File: config.mk
export PLATFORM = sky130hd
export DESIGN_NAME = solver_dispatch
export DESIGN_NICKNAME = d
export VERILOG_FILES = /design/src/rtl/solver_dispatch.sv
export SDC_FILE = /design/constraint.sdc
export NUM_CORES = 1
export LEC_CHECK = 0
export ABC_CLOCK_PERIOD_IN_PS = 4300
export CAP_MARGIN = 20
export CELL_PAD_IN_SITES_DETAIL_PLACEMENT = 1
export CELL_PAD_IN_SITES_GLOBAL_PLACEMENT = 1
export CORE_MARGIN = 2
export CORE_UTILIZATION = 31
export DETAILED_ROUTE_END_ITERATION = 8
export PLACE_DENSITY_LB_ADDON = 0.25
export SYNTH_ARGS = -nofsm -noshare
export SYNTH_HDL_FRONTEND = slang
export SYNTH_SLANG_ARGS = --single-unit
File: constraint.sdc
create_clock -name clock -period 4.3 [get_ports clock]
set_input_delay 1.075 -clock clock [delete_from_list [all_inputs] [get_ports clock]]
set_output_delay 1.075 -clock clock [all_outputs]
set_load 0.01 [all_outputs]
File: src/rtl/solver_dispatch.sv
// Dispatcher that feeds one pixel job at a time into the mandelbrot solver:
// it takes a job header and a c-limb stream, programs the solver, starts it,
// waits for completion and returns the tagged iteration count.
module solver_dispatch #(
    parameter int LIMB_INDEX_BITS = 6,
    parameter int LIMB_BITS       = 32,
    parameter int TAG_BITS        = 16
) (
    input  logic                       clock,
    input  logic                       reset,
    input  logic                       job_valid,
    output logic                       job_ready,
    input  logic [LIMB_INDEX_BITS-1:0] job_num_limbs,
    input  logic [15:0]                job_iter_lim,
    input  logic [TAG_BITS-1:0]        job_tag,
    input  logic                       limb_valid,
    output logic                       limb_ready,
    input  logic [LIMB_BITS-1:0]       limb_data,
    output logic                       wr_en,
    output logic                       wr_ind,
    output logic [LIMB_INDEX_BITS-1:0] wr_limb_ind,
    output logic [LIMB_BITS-1:0]       wr_data,
    output logic                       wr_num_limbs_en,
    output logic [LIMB_INDEX_BITS-1:0] num_limbs_data,
    output logic                       wr_iter_lim_en,
    output logic [15:0]                iter_lim_data,
    output logic                       start,
    input  logic                       solver_out_ready,
    input  logic [15:0]                solver_iteration_count,
    output logic                       res_valid,
    input  logic                       res_ready,
    output logic [TAG_BITS-1:0]        res_tag,
    output logic [15:0]                res_count,
    output logic                       res_err,
    output logic                       busy
);

    typedef enum logic [2:0] {
        IDLE, CFG, LOAD, START, WAIT_LOW, WAIT_DONE, RESULT
    } state_t;

    // Beat counter is one bit wider than the limb index so 2*num_limbs fits.
    localparam int CW = LIMB_INDEX_BITS + 1;
    localparam logic [CW-1:0]              ONE_C = {{LIMB_INDEX_BITS{1'b0}}, 1'b1};
    localparam logic [LIMB_INDEX_BITS-1:0] ONE_I = {{(LIMB_INDEX_BITS-1){1'b0}}, 1'b1};

    state_t state_q, state_n;

    logic [LIMB_INDEX_BITS-1:0] num_limbs_q, num_limbs_n;
    logic [TAG_BITS-1:0]        tag_q, tag_n;
    logic [CW-1:0]              cnt_q, cnt_n;
    logic [CW-1:0]              two_n;
    logic [LIMB_INDEX_BITS-1:0] cnt_lo;
    logic                       beat_acc;
    logic                       in_cre;

    logic                       job_ready_n, limb_ready_n;
    logic                       wr_en_n, wr_ind_n;
    logic [LIMB_INDEX_BITS-1:0] wr_limb_ind_n;
    logic [LIMB_BITS-1:0]       wr_data_n;
    logic                       wr_num_limbs_en_n, wr_iter_lim_en_n;
    logic [LIMB_INDEX_BITS-1:0] num_limbs_data_n;
    logic [15:0]                iter_lim_data_n;
    logic                       start_n;
    logic                       res_valid_n, res_err_n;
    logic [TAG_BITS-1:0]        res_tag_n;
    logic [15:0]                res_count_n;
    logic                       busy_n;

    assign two_n    = {num_limbs_q, 1'b0};
    assign cnt_lo   = cnt_q[LIMB_INDEX_BITS-1:0];
    assign beat_acc = (state_q == LOAD) && limb_valid && limb_ready;
    assign in_cre   = (cnt_q < {1'b0, num_limbs_q});

    // Next-state and next-output logic; every output is registered below.
    always_comb begin
        state_n           = state_q;
        num_limbs_n       = num_limbs_q;
        tag_n             = tag_q;
        cnt_n             = cnt_q;
        job_ready_n       = job_ready;
        limb_ready_n      = limb_ready;
        wr_en_n           = 1'b0;
        wr_ind_n          = wr_ind;
        wr_limb_ind_n     = wr_limb_ind;
        wr_data_n         = wr_data;
        wr_num_limbs_en_n = 1'b0;
        wr_iter_lim_en_n  = 1'b0;
        num_limbs_data_n  = num_limbs_data;
        iter_lim_data_n   = iter_lim_data;
        start_n           = 1'b0;
        res_valid_n       = res_valid;
        res_err_n         = res_err;
        res_tag_n         = res_tag;
        res_count_n       = res_count;

        case (state_q)
            IDLE: begin
                if (job_valid && job_ready) begin
                    num_limbs_n = job_num_limbs;
                    tag_n       = job_tag;
                    cnt_n       = '0;
                    job_ready_n = 1'b0;
                    if (job_num_limbs == '0) begin
                        state_n     = RESULT;
                        res_valid_n = 1'b1;
                        res_err_n   = 1'b1;
                        res_count_n = '0;
                        res_tag_n   = job_tag;
                    end else begin
                        state_n           = CFG;
                        wr_num_limbs_en_n = 1'b1;
                        wr_iter_lim_en_n  = 1'b1;
                        num_limbs_data_n  = job_num_limbs;
                        iter_lim_data_n   = job_iter_lim;
                    end
                end
            end
            CFG: begin
                state_n      = LOAD;
                limb_ready_n = 1'b1;
            end
            LOAD: begin
                // limb_ready drops after the last beat; the cycle carrying the
                // final write then sees cnt == 2n and hands over to START.
                if (beat_acc) begin
                    wr_en_n   = 1'b1;
                    wr_data_n = limb_data;
                    if (in_cre) begin
                        wr_ind_n      = 1'b0;
                        wr_limb_ind_n = num_limbs_q - cnt_lo - ONE_I;
                    end else begin
                        wr_ind_n      = 1'b1;
                        wr_limb_ind_n = num_limbs_q + num_limbs_q - cnt_lo - ONE_I;
                    end
                    cnt_n = cnt_q + ONE_C;
                    if (cnt_q == two_n - ONE_C) begin
                        limb_ready_n = 1'b0;
                    end
                end else if (cnt_q == two_n) begin
                    state_n = START;
                    start_n = 1'b1;
                end
            end
            START: begin
                state_n = WAIT_LOW;
            end
            WAIT_LOW: begin
                if (!solver_out_ready) begin
                    state_n = WAIT_DONE;
                end
            end
            WAIT_DONE: begin
                if (solver_out_ready) begin
                    state_n     = RESULT;
                    res_valid_n = 1'b1;
                    res_err_n   = 1'b0;
                    res_count_n = solver_iteration_count;
                    res_tag_n   = tag_q;
                end
            end
            RESULT: begin
                if (res_ready) begin
                    state_n     = IDLE;
                    res_valid_n = 1'b0;
                    job_ready_n = 1'b1;
                end
            end
            default: begin
                state_n = IDLE;
            end
        endcase

        busy_n = (state_n != IDLE);
    end

    // State, latched job header, beat counter and all registered outputs.
    always_ff @(posedge clock or posedge reset) begin
        if (reset) begin
            state_q         <= IDLE;
            num_limbs_q     <= '0;
            tag_q           <= '0;
            cnt_q           <= '0;
            job_ready       <= 1'b1;
            limb_ready      <= 1'b0;
            wr_en           <= 1'b0;
            wr_ind          <= 1'b0;
            wr_limb_ind     <= '0;
            wr_data         <= '0;
            wr_num_limbs_en <= 1'b0;
            num_limbs_data  <= '0;
            wr_iter_lim_en  <= 1'b0;
            iter_lim_data   <= '0;
            start           <= 1'b0;
            res_valid       <= 1'b0;
            res_tag         <= '0;
            res_count       <= '0;
            res_err         <= 1'b0;
            busy            <= 1'b0;
        end else begin
            state_q         <= state_n;
            num_limbs_q     <= num_limbs_n;
            tag_q           <= tag_n;
            cnt_q           <= cnt_n;
            job_ready       <= job_ready_n;
            limb_ready      <= limb_ready_n;
            wr_en           <= wr_en_n;
            wr_ind          <= wr_ind_n;
            wr_limb_ind     <= wr_limb_ind_n;
            wr_data         <= wr_data_n;
            wr_num_limbs_en <= wr_num_limbs_en_n;
            num_limbs_data  <= num_limbs_data_n;
            wr_iter_lim_en  <= wr_iter_lim_en_n;
            iter_lim_data   <= iter_lim_data_n;
            start           <= start_n;
            res_valid       <= res_valid_n;
            res_tag         <= res_tag_n;
            res_count       <= res_count_n;
            res_err         <= res_err_n;
            busy            <= busy_n;
        end
    end

endmodule
==> results of run 1 <==
## worst reg2reg max path, stage by stage (launching register included)
cell and delay, ps:
dfrtp_1 570, nor2b_2 320, and3_1 700, o21bai_4 480
nor2_1 110, a21oi_1 170
## power breakdown
| group | switching, mW | leakage, nW | internal, mW |
|---|---|---|---|
| combinational | 0.700 | 2.17 | 0.697 |
| clock | 0.530 | 0.264 | 0.867 |
| sequential | 0.170 | 1.72 | 1.47 |
| total | 1.40 | 4.16 | 3.03 |
## state kept, by name, summed over array words and instances (netlist names), 3 cells and up
signal          flops
iter_lim_data      16
wr_data            32
res_tag            16
num_limbs_q         6
state_q             3
res_count          16
cnt_q               7
tag_q              16
wr_limb_ind         6
num_limbs_data      6
## cell usage after synthesis (all sizes together) (2+ instances only)
cell	count
o21ai	18
ha	16
o21bai	2
clkbuf	11
inv	17
o31ai	3
a211oi	2
a21oi	30
nand2	227
nor2	26
xnor2	10
a22o	17
dfrtp	132
nand3	2
mux2i	21
a21o	5
a41oi	2
or3	5
xor2	6
nand4	8
nor4	5
buf	17
fa	2
## worst paths after layout
path | from | end | slack (ps) | depth (start not counted)
min in group asynchronous | reset | iter_lim_data[14] | 1120 | 2
hold / removal | wr_data[11] | wr_data[11] | 470 | 2
hold reg to reg | wr_data[11] | wr_data[11] | 470 | 2
setup reg to reg | state_q[0] | res_tag[11] | 1870 | 5
max in group asynchronous | reset | tag_q[12] | 2350 | 3
setup / recovery | job_num_limbs[2] | res_tag[11] | 1350 | 6
## through the flow
stage	cells	power, mW	worst slack [ps]	util [%]	instance area (um2)
2_1_floorplan	600	2.39	1570	-	5920
3_3_place_gp	1006	3.03	1100	43.1	8060
3_5_place_dp	1006	3.07	1010	43.1	8060
4_1_cts	1038	4.50	1400	46.1	8620
5_1_grt	1038	4.70	1160	46.1	8620
6_report	1038	4.43	1350	46.1	8620
## cell families (layout without fill, tap and decap cells)
kind of cell	Yosys count	after routing
buf+inv	45	249
mux	22	22
xor+xnor	16	16
fa+ha+maj	18	18
flops	133	133
compound gates	87	87
simple gates	279	279
## routing by layer
metal | up-vias | track usage, % | wire [um]
li1 | 2364 | - | -
met1 | 2497 | 20.5 | 7120
met2 | 95 | 31.6 | 9130
met3 | 25 | 2.79 | 517
met4 | 0 | 7.05 | 357
met5 | - | 0 | 0
## cells in the final DEF (no fill, tap or decap), drive strengths merged, types with 2 or more instances in the layout
cell type        n
nor4             5
mux2i           21
nand3            2
clkinv           3
o21ai           18
a211oi           2
inv             16
a41oi            2
a21o             5
nand2          227
nand4            8
ha              16
or3              5
o31ai            3
o21bai           2
xor2             6
buf              7
clkinvlp         4
nor2            26
a21oi           30
clkdlybuf4s50  193
bufinv           2
xnor2           10
dfrtp          132
fa               2
a22o            17
clkbuf          24
## layout make-up
cell class | count | area share (%)
inverter | 17 | 0.783
clock buffer | 24 | 5.35
clock inverter | 8 | 1.18
timing repair buffer | 200 | 23.2
tap | 234 | 3.39
sequential | 133 | 38.6
multi-input combinational | 422 | 27.5
==> impl_metrics.toml, run 1 <==
[clocking]
cts_tree = "built"
clk_latency_ps = 420
clock_path_buffers = 2
post_cts_resized = 0
cts.htree.levels = 4
clk_pin_slew_worst_paths_ps = 60
numCtsBuffers = 17
cts_setup_buffers = 0
cts_root_buffer = "clkbuf_16"
cts_hold_buffers = 0
clock-sinks = 133

[cells_and_area]
seq_area_mm2 = 0.00333
syn_to_final_growth_pct = 45.8
drive_gt1_share_pct = 6.22
nNetsFinal = 901
fillers = 2083
multiInputGateArea_mm2 = 0.00237
antenna_cells = 0

[sta]
holdWs_ps = 473
post-route-period-util_pct = 68.6
tightest_slew_ps = 776
setup_viol = 0
finalMaxSlewViolations = 0
max_freq_mhz = 339
min_period_ps = 2950
max_slew_margin_pct = 48.3
rsz0062_at_grt = "false"
finalHoldViolCount = 0
clock_skew_ps = 8.48
setup_tns_ps = 0

[synth]
synth_ff_type = "dfrtp_1"
synth_seq_cells = 133
yosys_warnings = 0
synth_fa_ha_area_share_pct = 4.06
synthArstFlopShare_pct = 100
synth_compound_area_share_pct = 10.0
synth.distinct_cells = 52
synthesis.nets = 710
synth_xor_area_share_pct = 2.37
avgSynthCellArea_um2 = 9.86
synth_top_family_by_area = "simple AND/OR/NAND/NOR gates"
yosysSeqAreaShare_pct = 56.3
synth_edf_count = 0
synth.top_cell.area_share_pct = 55.8
synth_largest_area_cell = "dfrtp_1"
yosys-mux-area-fraction_pct = 3.74
yosys.area_share.simple_pct = 19.9
synthesis.area_mm2 = 0.00592
synth.area.top_cells = "dfrtp_1, nand2_1, mux2i_1, ha_1, a21oi_1"
syn_inst = 600

[setup_path]
arrival_ps = 3280
crit_path_start_kind = "input pin"
path_max_fanout = 32
worstSetupEndpointType = "flip-flop"
slowest_delay_ps = 690
cp_top_family = "simple AND/OR/NAND/NOR gates"
crit_chain = "clkdlybuf4s50_1, nor4_1, nand2_1, o21bai_4, nor2_1, a21oi_1"
cp_num_buf_inv = 1
cp.required_ps = 4630
path_class = "input pin to flip-flop"
slowest_stage = "o21bai_4"

[global_route]
grt_overflow = 0
antenna_found_initial = 0
grt_pass1_wl_um = 27700
grt_max_degree = 59
track_usage_pct = 17.4
grt_pass1_vias = 5380

[drt]
vias = 4981
wirelength_um = 17100
drt_iter0_markers = 153
drt_first_pass_iters = 4
routed_via_density = 4.80
route.detailed.drc = 0
drtAntennaViolNets = 0
post_drt_wl_per_cell_um = 16.5

[place]
io_buffers = 193
dpl.hpwl_um = 12600
finalWeightedCongestion = 0.823

[floorplanning]
die-area_mm2 = 0.0202
die_y_um = 142
num_rows = 50
pin_count = 194
fp.dieW_um = 142
start_util_pct = 31.6
core-area_mm2 = 0.0187

[power_and_ir_drop]
vdd_drop_max_uv = 284
p_leak_nw = 4.16
p_per_area_mw_per_mm2 = 514

[job]
drv_cap = 0

[min_path]
min_path_type = "flip-flop to flip-flop"

[run_status]
outcome = "completed"
Note: power is estimated with default switching activity, not from simulation.
==> run 2, diff against run 1 <==
Settings changed: ABC_CLOCK_PERIOD_IN_PS 4300 to 3100, CORE_UTILIZATION 31 to 34.
Clock period 4.3 ns to 3.1 ns, I/O delays scaled along.
==> impl_metrics.toml, run 2 (same netlist as run 1, synthesis figures left out) <==
[drt]
drt_first_pass_iters = 4
drt_iter0_markers = 170
post_drt_wl_per_cell_um = 16.5
route.detailed.drc = 0
vias = 4988
wirelength_um = 17000
routed_via_density = 4.83
drtAntennaViolNets = 0

[global_route]
grt_overflow = 0
grt_pass1_vias = 5392
track_usage_pct = 19.0
antenna_found_initial = 0
grt_pass1_wl_um = 27700
grt_max_degree = 47

[cells_and_area]
mostFrequentLayoutCells = "nand2_1, clkdlybuf4s50_1, dfrtp_1, a21oi_1, nor2_1"
drive_gt1_share_pct = 6.94
stdcell_count = 1032
fin_util_pct = 50.4
postLayoutCellArea_mm2 = 0.00866
largest_reg_flops = 32
layout_commonest_cell = "nand2_1"
regMostFlops = "wr_data"
syn_to_final_growth_pct = 46.4
antenna_cells = 0
nNetsFinal = 905

[sta]
post-route-period-util_pct = 78.3
clock_skew_ps = 7.37
tightest_slew_ps = 610
setup_tns_ps = 0
max_slew_margin_pct = 59.3
setup_slack_ps = 674
setup_viol = 0
holdWs_ps = 475
finalMaxSlewViolations = 0
max_freq_mhz = 412
min_period_ps = 2430
rsz0062_at_grt = "false"
finalHoldViolCount = 0

[floorplanning]
start_util_pct = 34.4
core-area_mm2 = 0.0172
pin_count = 194
die-area_mm2 = 0.0185
num_rows = 48
fp.dieW_um = 136
die_y_um = 136

[place]
post-place-ws_ps = 310
dp.cells = 1001
dpl.hpwl_um = 12200
placed_cell_area_mm2 = 0.00809
io_buffers = 193
finalWeightedCongestion = 0.828

[setup_path]
arrival_ps = 2750
ff2ff_setup_slack_ps = 830
worstSetupEndpointType = "flip-flop"
path_class = "input pin to flip-flop"
cp.required_ps = 3420
path_max_fanout = 32
crit_path_start_kind = "input pin"

[power_and_ir_drop]
p_per_area_mw_per_mm2 = 713
p_leak_nw = 4.19
vdd_drop_max_uv = 367
p_total_mw = 6.17

[run_status]
outcome = "completed"

[clocking]
cts_root_buffer = "clkbuf_16"
cts.htree.levels = 4
cts_setup_buffers = 0
clock-sinks = 133
numCtsBuffers = 17
cts_hold_buffers = 0
cts_tree = "built"
clk_pin_slew_worst_paths_ps = 60
clk_latency_ps = 410
clock_path_buffers = 2
post_cts_resized = 0

[min_path]
min_path_type = "flip-flop to flip-flop"

[job]
drv_cap = 0
## run 2: changes by cell type in the layout (fill, tap and decap cells not counted)
| cell | delta |
|---|---|
| clkbuf_8 | +1 |
| buf_4 | +3 |
| clkbuf_1 | -3 |
| clkinvlp_4 | -1 |
| clkinv_2 | +2 |
| buf_12 | +1 |
## run 2: area by class of cell
class | count | area [um2]
repair buffers | 204 | 2040
flip-flops and latches | 133 | 3330
fillers | 1928 | 8520
multi-input cells | 422 | 2370
well taps | 225 | 282
inverters | 17 | 67.6
clock inverters | 9 | 104
clock buffers | 22 | 464
## run 2: worst max-delay path: stages
cell and delay [ps]:
clkdlybuf4s50_1 500, nand2_1 110, or4_4 600, o21bai_4 160, buf_4 320, nor2_1 90, a21oi_1 180
## run 2: final timing paths
path | startpoint | endpoint | cells after the start
setup / recovery | job_valid | res_tag[2] | 7
hold / removal | wr_data[6] | wr_data[6] | 2
setup reg to reg | num_limbs_q[4] | wr_limb_ind[3] | 7
hold reg to reg | wr_data[6] | wr_data[6] | 2
max in group asynchronous | reset | wr_data[22] | 3
min in group asynchronous | reset | num_limbs_q[3] | 2
## run 2: report_power, final
group | internal (mW) | switching (mW) | total (mW)
Clock | 1.22 | 0.745 | 1.96
Combinational | 0.969 | 0.968 | 1.94
Sequential | 2.04 | 0.237 | 2.27
## run 2: per-layer routing
metal / wire [um] / GRT usage (%)
met5: 0 / 0
met4: 161 / 5.09
met3: 807 / 4.92
met2: 8900 / 33.9
met1: 7120 / 22.9
